<file path="src/rtl/vpu_pkg.sv">
// Shared definitions for the vector-op sequencer.
//  - state_e     : sequencer FSM state encoding
//  - F7_*        : supported vector funct7 values
//  - VALU_*      : lane ALU operation select codes
//  - VEC_OPCODE  : major opcode of vector instructions (decoded upstream)
//  - is_arith / arith_sel : funct7 classification helpers
package vpu_pkg;

    typedef enum logic [2:0] {
        S_IDLE  = 3'd0,
        S_LOAD  = 3'd1,
        S_READ  = 3'd2,
        S_EXEC  = 3'd3,
        S_WRITE = 3'd4,
        S_DONE  = 3'd5
    } state_e;

    localparam logic [6:0] VEC_OPCODE = 7'b1111111;

    localparam logic [6:0] F7_VLD  = 7'b0000001;
    localparam logic [6:0] F7_VADD = 7'b0000000;
    localparam logic [6:0] F7_VSUB = 7'b0100000;
    localparam logic [6:0] F7_VMUL = 7'b1100000;

    localparam logic [2:0] VALU_ADD = 3'd0;
    localparam logic [2:0] VALU_SUB = 3'd1;
    localparam logic [2:0] VALU_MUL = 3'd2;

    function automatic logic is_arith(input logic [6:0] f7);
        return (f7 == F7_VADD) || (f7 == F7_VSUB) || (f7 == F7_VMUL);
    endfunction

    function automatic logic [2:0] arith_sel(input logic [6:0] f7);
        logic [2:0] sel;
        sel = VALU_ADD;
        if (f7 == F7_VSUB) sel = VALU_SUB;
        if (f7 == F7_VMUL) sel = VALU_MUL;
        return sel;
    endfunction

endpackage

</file>
<file path="src/rtl/vec_lane_mask.sv">
// Combinational lane-enable mask generator.
//  vlr  : vector length (number of active elements)
//  mask : thermometer mask, bit i set when lane i < vlr. Lengths beyond LANES
//         naturally saturate to all-ones, so no separate clamp is needed.
module vec_lane_mask #(
    parameter int LANES = 8
) (
    input  logic [31:0]      vlr,
    output logic [LANES-1:0] mask
);

    generate
        for (genvar gi = 0; gi < LANES; gi++) begin : g_lane
            assign mask[gi] = (vlr > 32'(gi));
        end
    endgenerate

endmodule

</file>
<file path="src/rtl/vec_op_sequencer.sv">
// Multi-cycle sequencer for vector instructions. Stalls the scalar PC while a
// vector op runs and steps load/store, operand read, lane ALU and write-back
// through their done handshakes. Every enable is registered and asserted in
// exactly the cycle its state is active.
//  Inputs : clk, rst_n (async, active low), vec_valid, funct7, vlr,
//           vls_done, vrb_done, vrw_done
//  Outputs: stall_pc (combinational), vls_enable, load_store, vreg_write,
//           sel_start, valu_sel, valu_ena, vrw_ena, busy, illegal, timeout
module vec_op_sequencer
    import vpu_pkg::*;
#(
    parameter int LANES   = 8,
    parameter int TIMEOUT = 255,
    parameter int CNT_W   = 8
) (
    input  logic             clk,
    input  logic             rst_n,
    input  logic             vec_valid,
    input  logic [6:0]       funct7,
    input  logic [31:0]      vlr,
    input  logic             vls_done,
    input  logic             vrb_done,
    input  logic             vrw_done,
    output logic             stall_pc,
    output logic             vls_enable,
    output logic             load_store,
    output logic             vreg_write,
    output logic             sel_start,
    output logic [2:0]       valu_sel,
    output logic [LANES-1:0] valu_ena,
    output logic             vrw_ena,
    output logic             busy,
    output logic             illegal,
    output logic             timeout
);

    localparam logic [CNT_W:0] TIMEOUT_W = (CNT_W + 1)'(TIMEOUT);

    state_e            state_q, state_d;
    logic [CNT_W-1:0]  cnt_q, cnt_d;
    logic [31:0]       vlr_q, vlr_d;
    logic [2:0]        valu_sel_q, valu_sel_d;
    logic              illegal_q, illegal_d;
    logic              timeout_q, timeout_d;
    logic              vls_enable_q, vls_enable_d;
    logic              sel_start_q, sel_start_d;
    logic [LANES-1:0]  valu_ena_q, valu_ena_d;
    logic              vrw_ena_q, vrw_ena_d;

    logic [LANES-1:0]  lane_mask;
    logic [CNT_W:0]    cnt_cur;
    logic              expired;

    vec_lane_mask #(.LANES(LANES)) u_lane_mask (
        .vlr  (vlr_q),
        .mask (lane_mask)
    );

    // cnt_q holds the cycles already completed in the waiting state, so
    // cnt_cur is the 1-based number of the current cycle. Expiry fires in
    // cycle TIMEOUT; a done sampled in that same cycle takes priority.
    assign cnt_cur = {1'b0, cnt_q} + 1'b1;
    assign expired = (TIMEOUT != 0) && (cnt_cur == TIMEOUT_W);

    // State register and all output registers
    always_ff @(posedge clk or negedge rst_n) begin
        if (!rst_n) begin
            state_q      <= S_IDLE;
            cnt_q        <= '0;
            vlr_q        <= '0;
            valu_sel_q   <= '0;
            illegal_q    <= 1'b0;
            timeout_q    <= 1'b0;
            vls_enable_q <= 1'b0;
            sel_start_q  <= 1'b0;
            valu_ena_q   <= '0;
            vrw_ena_q    <= 1'b0;
        end else begin
            state_q      <= state_d;
            cnt_q        <= cnt_d;
            vlr_q        <= vlr_d;
            valu_sel_q   <= valu_sel_d;
            illegal_q    <= illegal_d;
            timeout_q    <= timeout_d;
            vls_enable_q <= vls_enable_d;
            sel_start_q  <= sel_start_d;
            valu_ena_q   <= valu_ena_d;
            vrw_ena_q    <= vrw_ena_d;
        end
    end

    // Next-state logic, operand capture and watchdog
    always_comb begin
        state_d    = state_q;
        vlr_d      = vlr_q;
        valu_sel_d = valu_sel_q;
        illegal_d  = 1'b0;
        timeout_d  = 1'b0;
        cnt_d      = '0;

        case (state_q)
            S_IDLE: begin
                if (vec_valid) begin
                    vlr_d = vlr;
                    if (funct7 == F7_VLD) begin
                        state_d = S_LOAD;
                    end else if (is_arith(funct7)) begin
                        valu_sel_d = arith_sel(funct7);
                        // Zero-length arithmetic completes as a no-op
                        state_d    = (vlr == 32'd0) ? S_DONE : S_READ;
                    end else begin
                        state_d   = S_DONE;
                        illegal_d = 1'b1;
                    end
                end
            end
            S_LOAD: begin
                if (vls_done) begin
                    state_d = S_DONE;
                end else if (expired) begin
                    state_d   = S_DONE;
                    timeout_d = 1'b1;
                end
            end
            S_READ: begin
                if (vrb_done) begin
                    state_d = S_EXEC;
                end else if (expired) begin
                    state_d   = S_DONE;
                    timeout_d = 1'b1;
                end
            end
            S_EXEC:  state_d = S_WRITE;
            S_WRITE: begin
                if (vrw_done) begin
                    state_d = S_DONE;
                end else if (expired) begin
                    state_d   = S_DONE;
                    timeout_d = 1'b1;
                end
            end
            S_DONE:  state_d = S_IDLE;
            default: state_d = S_IDLE;
        endcase

        // Counter restarts on every state entry and only runs while a
        // waiting state is held.
        if ((state_d == state_q) &&
            (state_d == S_LOAD || state_d == S_READ || state_d == S_WRITE)) begin
            cnt_d = cnt_q + 1'b1;
        end
    end

    // Output decode from the upcoming state so the registered enables line
    // up with the cycle the state is active.
    always_comb begin
        vls_enable_d = (state_d == S_LOAD);
        sel_start_d  = (state_d == S_READ);
        valu_ena_d   = (state_d == S_EXEC) ? lane_mask : '0;
        vrw_ena_d    = (state_d == S_WRITE);
    end

    // The PC is released in DONE so the next instruction is presented to
    // IDLE rather than the one just completed.
    assign stall_pc   = ((state_q == S_IDLE) && vec_valid) ||
                        ((state_q != S_IDLE) && (state_q != S_DONE));
    assign busy       = (state_q != S_IDLE);
    assign vls_enable = vls_enable_q;
    assign load_store = vls_enable_q;
    assign vreg_write = vls_enable_q;
    assign sel_start  = sel_start_q;
    assign valu_sel   = valu_sel_q;
    assign valu_ena   = valu_ena_q;
    assign vrw_ena    = vrw_ena_q;
    assign illegal    = illegal_q;
    assign timeout    = timeout_q;

endmodule

</file>
<file path="config.mk">
export PLATFORM = sky130hd
export DESIGN_NAME = vec_op_sequencer
export DESIGN_NICKNAME = d
export VERILOG_FILES = /design/src/rtl/vpu_pkg.sv /design/src/rtl/vec_lane_mask.sv /design/src/rtl/vec_op_sequencer.sv
export SDC_FILE = /design/constraint.sdc
export NUM_CORES = 1
export LEC_CHECK = 0
export ABC_CLOCK_PERIOD_IN_PS = 1950
export BUFFER_PORTS_ARGS = -buffer_cell sky130_fd_sc_hd__buf_2
export CAP_MARGIN = 40
export CORE_MARGIN = 8
export CORE_UTILIZATION = 48
export DETAILED_ROUTE_END_ITERATION = 8
export PLACE_DENSITY = 0.74
export SKIP_CTS_REPAIR_TIMING = 1
export SLEW_MARGIN = 30
export SYNTH_ARGS = -nofsm -noshare
export SYNTH_HDL_FRONTEND = slang
export SYNTH_HIERARCHICAL = 1
export SYNTH_SLANG_ARGS = --single-unit
</file>
<file path="constraint.sdc">
create_clock -name clk -period 1.95 [get_ports clk]
set_clock_uncertainty 0.2 [all_clocks]
set_input_delay 0.195 -clock clk [delete_from_list [all_inputs] [get_ports clk]]
set_output_delay 0.195 -clock clk [all_outputs]
set_load 0.01 [all_outputs]
</file>
==> results.toml, run 1 <==
[run_status]
status = "complete, but fails checks"
violations = "negative setup slack"

[power]
p_leak_uw = 0.00172
swShare_pct = 30.1
pwr_density_cell_mw_per_mm2 = 1170
power.share.combinational_pct = 28.5
seqPwrFrac_pct = 44.0
peakVddDrop_mv = 0.783
fin_total_pwr_uw = 4380
clockPowerShare_pct = 27.5
p_int_uw = 3070
switchingPower_uw = 1320

[min_path]
hp-start = "vrw_done"
hold_end = "timeout"
worstHoldPathType = "in -> reg"
hold_depth = 3

[drt]
drt-total-wl_um = 6600
drt_iter0_drc = 115
via_count = 2196
wl_per_cell_um = 15.7
drc = 0
firstDrtPassIters = 4
vias_per_cell = 5.22
ant_nets = 0

[synthesis]
synth_edf_count = 0
synthAdderAreaFrac_pct = 0.947
synth_seq_area_share_pct = 54.9
syn_area_per_cell_um2 = 11.6
yosys_warnings = 6
muxShareOfSynthArea_pct = 13.6
synth_area_mm2 = 0.00264
synthXorXnorAreaFrac_pct = 2.65
synth_nets = 274
synth_ff_type = "dfrtp_1"
synth_simple_gate_area_share_pct = 20.0
syn_inst = 227
synth_cell_types = 44
synth_compound_area_share_pct = 4.59
ys_seq_elements = 58
async_reset_ff_share_pct = 100
synth_top_family_by_area = "simple AND/OR/NAND/NOR gates"

[sta]
post-route-period-util_pct = 114
whs_ns = 0.0302
maxSlewViolCount = 0
setup_tns_ns = -2.99
relSlewSlack_pct = 65.0
fmax_ghz = 0.449
setup_viol = 14
period_minus_slack_ns = 2.23
tightest_slew_ns = 0.525
hold_violations = 0
layout_setup_ws_ns = -0.277
rsz0062_at_grt = "true"

[global_route]
use_met1_pct = 16.0
grt_max_degree = 37
grt_util_met2_pct = 23.3
grt.total_usage_pct = 14.3
grt_antenna_before_repair = 2
grt_overflow_total = 0
grt.busiest_layer = "met2"
grt_pass1_vias = 2055
grt_pass1_wl_um = 9350
met3_usage_pct = 5.32

[floorplanning]
io_pins = 65
die_w_um = 90.2
start_util_pct = 48.9
dieArea_mm2 = 0.00814
num_rows = 27
core_area_mm2 = 0.00541
die_h_um = 90.2

[setup_path]
cp.arrival_ns = 2.25
start_kind = "flip-flop"
critPathCaptureType = "flip-flop"
reg2reg_to = "cnt_q[7]"
ff2ff_path_depth = 7
critical_path_class = "reg -> reg"
r2r_setup_slack_ns = -0.28
worstPathMaxFanout = 8
worstPathRequired_ns = 1.97
reg2reg_from = "cnt_q[0]"

[clock_network]
clock_latency_ns = 0.34
clockBufferDepth = 2
cts_made_buffers = 9
clockRootBuffer = "clkbuf_8"
path_clk_slew_ns = 0.06
htree_levels = 3
cts_sinks = 58
cts_tree = "done"

[layout]
final_common_cell = "buf_2"
multiInputGateArea_mm2 = 0.00115
layout_common_cells = "buf_2 (63), dfrtp_1 (58), dlygate4sd3_1 (37)"
final-seq-area_mm2 = 0.00145
area_growth_pct = 42.0
drive_above_1_share_pct = 40.6
nets = 390
fill_cells = 375

[run]
max_cap_violations = 0

[placement]
dp_hpwl_um = 4400
port_buffers = 63
gp_congestion = 0.831
-- area by class of cell --
type / instances / share of cell area [%]
clock buffer: 10 / 3.67
clock inverter: 5 / 2.10
sequential: 58 / 38.7
inverter: 3 / 0.300
multi-input combinational: 154 / 30.7
antenna: 2 / 0.133
tap: 72 / 2.40
timing repair buffer: 117 / 22.0
-- cell families after synthesis --
family	after synthesis
AOI/OAI and AO/OA	18
muxes	32
buffers and inverters	15
and+or+nand+nor	93
xor gates and xnor gates	8
adders and majority gates	2
other	1
DFF	58
-- how the worst max path moves through the flow --
stage | start | endpoint | slack, ns
floorplan | cnt_q[0] | cnt_q[4] | -0.12
global placement | cnt_q[0] | cnt_q[7] | -0.24
detailed placement | cnt_q[0] | cnt_q[7] | -0.35
CTS | cnt_q[0] | cnt_q[7] | -0.37
global route | cnt_q[0] | cnt_q[7] | -0.38
finish | cnt_q[0] | cnt_q[7] | -0.28
-- synthesized netlist by cell type, types with 2 or more instances --
library cell | number | area share [%]
dfrtp_1 | 58 | 55
mux2_2 | 32 | 14
nor2_1 | 20 | 2.8
nor4_1 | 16 | 3.8
nand3_1 | 12 | 2.3
nand2_1 | 10 | 1.4
and2_1 | 8 | 1.9
buf_2 | 5 | 0.95
buf_4 | 5 | 1.4
o21ai_0 | 5 | 0.95
nor3_1 | 4 | 0.76
xnor2_1 | 4 | 1.3
xor2_1 | 4 | 1.3
and4_1 | 3 | 0.99
inv_1 | 3 | 0.43
nand4_1 | 3 | 0.71
a21oi_1 | 2 | 0.38
a31oi_1 | 2 | 0.47
and3_1 | 2 | 0.47
clkbuf_1 | 2 | 0.28
ha_1 | 2 | 0.95
nand2b_1 | 2 | 0.47
nand3b_1 | 2 | 0.57
-- stage by stage --
stage / instance area (um^2) / worst slack, ns / std cells / utilization (%)
6_report: 3750 / -0.277 / 421 / 69.4
4_1_cts: 3320 / -0.368 / 379 / 61.4
3_3_place_gp: 3100 / -0.243 / 364 / 57.4
3_5_place_dp: 3100 / -0.348 / 364 / 57.4
2_1_floorplan: 2650 / -0.122 / 227 / -
5_1_grt: 3750 / -0.385 / 421 / 69.4
-- worst max-delay path, cell delays in order, from the launching register on --
cell	delay [ns]
dfrtp_1	0.42
inv_1	0.08
ha_1	0.14
nand4_1	0.13
or4b_4	0.56
o211ai_1	0.23
a31o_2	0.28
nor2_1	0.07
-- sequential cells by signal, summed over array words and instances (netlist names) --
signal	count
state_q	3
timeout	1
load_store	1
vrw_ena	1
vlr_q	32
cnt_q	8
sel_start	1
illegal	1
valu_ena	8
valu_sel	2
-- layer usage --
layer / vias up / routed length [um] / part of all wire, %
li1: 1058 / - / -
met1: 1027 / 2630 / 40
met2: 87 / 3260 / 49
met3: 24 / 479 / 7.3
met4: 0 / 236 / 3.6
met5: - / 0 / 0
-- power by group through the flow --
stage	clock network, uW	registers (uW)	logic [uW]
after floorplan	0	1840	871
after global placement	0	1910	1110
after detailed placement	0	1930	1150
after CTS	1230	1910	1150
after global routing	1290	1970	1360
final	1210	1930	1250
Note: power is estimated with default switching activity, not from simulation.
==> run 2: changes to the inputs <==
--- a/config.mk
+++ b/config.mk
@@ -8,9 +8,9 @@
 export ABC_CLOCK_PERIOD_IN_PS = 1950
 export BUFFER_PORTS_ARGS = -buffer_cell sky130_fd_sc_hd__buf_2
 export CAP_MARGIN = 40
-export CORE_MARGIN = 8
 export CORE_UTILIZATION = 48
 export DETAILED_ROUTE_END_ITERATION = 8
+export GPL_TIMING_DRIVEN = 0
 export PLACE_DENSITY = 0.74
 export SKIP_CTS_REPAIR_TIMING = 1
 export SLEW_MARGIN = 30
==> constraint.sdc (replaced) <==
create_clock -name clk -period 1.95 [get_ports clk]
set_clock_uncertainty 0.2 [all_clocks]
set_input_delay 0.195 -clock clk [delete_from_list [all_inputs] [get_ports clk]]
set_output_delay 0.195 -clock clk [all_outputs]
set_load 0.005 [all_outputs]
==> results.toml, run 2 (synthesized netlist as in run 1, its figures left out) <==
[floorplanning]
dieArea_mm2 = 0.00581
die_w_um = 76.2
start_util_pct = 50.8
die_h_um = 76.2
core_area_mm2 = 0.00520
num_rows = 26
io_pins = 65

[sta]
layout_setup_ws_ns = -0.273
post-route-period-util_pct = 114
period_minus_slack_ns = 2.22
hold_violations = 0
maxSlewViolCount = 0
setup_tns_ns = -2.89
rsz0062_at_grt = "true"
tightest_slew_ns = 0.705
fmax_ghz = 0.450
relSlewSlack_pct = 53.0
setup_viol = 13

[run_status]
violations = "negative setup slack"
status = "complete, but fails checks"

[drt]
drt-total-wl_um = 5980
drt_iter0_drc = 65
drc = 0
wl_per_cell_um = 14.5
vias_per_cell = 5.26
ant_nets = 0
via_count = 2174
firstDrtPassIters = 4

[power]
switchingPower_uw = 1280
p_leak_uw = 0.00168
p_int_uw = 2920
clockPowerShare_pct = 22.2
pwr_density_cell_mw_per_mm2 = 1140
peakVddDrop_mv = 0.755
swShare_pct = 30.4
power.share.combinational_pct = 32.1
fin_total_pwr_uw = 4200
seqPwrFrac_pct = 45.7

[setup_path]
critical_path_class = "reg -> reg"
cp.arrival_ns = 2.24
r2r_setup_slack_ns = -0.27
critPathCaptureType = "flip-flop"
worstPathMaxFanout = 4
start_kind = "flip-flop"
worstPathRequired_ns = 1.96

[placement]
dpl_worst_slack_ns = -0.313
gp_congestion = 0.817
dpl.cell_count = 360
port_buffers = 63
dp_hpwl_um = 3740

[layout]
final_common_cell = "buf_2"
utilization_pct = 70.8
fill_cells = 387
regMostFlops = "vlr_q"
antenna_cells = 0
multiInputGateArea_mm2 = 0.00114
nets = 388
instances_no_fill = 413
drive_above_1_share_pct = 39.1
area_growth_pct = 39.5
final-seq-area_mm2 = 0.00145
layout_common_cells = "buf_2 (62), dfrtp_1 (58), dlygate4sd3_1 (36)"
largest_register_ffs = 32

[global_route]
grt_pass1_wl_um = 8680
grt.total_usage_pct = 19.8
grt_antenna_before_repair = 0
grt_max_degree = 59
grt_pass1_vias = 1898
grt_overflow_total = 0

[clock_network]
clock_latency_ns = 0.33
clockBufferDepth = 2
htree_levels = 3
clockRootBuffer = "clkbuf_8"
cts_made_buffers = 9
cts_tree = "done"
cts_sinks = 58
path_clk_slew_ns = 0.06

[run]
max_cap_violations = 0

[min_path]
worstHoldPathType = "in -> reg"
==> run 2: cell count changes in the layout (fill, tap and decap cells not counted), moves of 2 or more <==
cell,before,now
buf_4,16,12
bufinv_16,2,0
clkbuf_1,0,2
clkinv_2,2,0
diode_2,2,0
==> run 2: area by class of cell <==
type | count | area share [%]
inverter | 3 | 0.305
sequential | 58 | 39.4
timing repair buffer | 104 | 19.7
multi-input combinational | 154 | 31.0
tap | 70 | 2.38
clock buffer | 13 | 4.31
buffer | 11 | 2.88
==> run 2: worst paths after layout <==
kind | start | endpoint | cells after the start
max in group asynchronous | rst_n | sel_start | 2
worst max-delay path | cnt_q[0] | load_store | 7
worst max register to register | cnt_q[0] | load_store | 7
min in group asynchronous | rst_n | load_store | 2
worst min register to register | vlr_q[10] | vlr_q[10] | 1
worst min-delay path | funct7[4] | illegal | 4
==> run 2: worst max-delay path, stage by stage, from the launching register on <==
cell and delay (ns):
dfrtp_1 0.41, inv_1 0.07, ha_1 0.14, nand4_1 0.13, or4b_4 0.55, nor4_1 0.31, a211oi_2 0.10, and4_1 0.19
==> run 2: metal layers <==
layer	global-route usage (%)	part of all wire (%)
met1	24.8	41
met3	6.71	5.8
met2	30.5	50
met5	0	0
met4	10.0	2.5
==> run 2: power groups by stage <==
stage | clock network (uW) | logic, uW | registers (uW)
after global routing | 1010 | 1470 | 1970
final | 933 | 1350 | 1920
after detailed placement | 0 | 1160 | 1900
after floorplan | 0 | 854 | 1830
after global placement | 0 | 1120 | 1880
after CTS | 953 | 1170 | 1880
==> run 2: per-stage QoR <==
step	hold slack [ns]	instance area, um^2
floorplan	-0.301	2650
global placement	0.230	3050
detailed placement	0.0937	3050
CTS	-0.263	3210
global route	0.0547	3690
finish	0.0457	3690
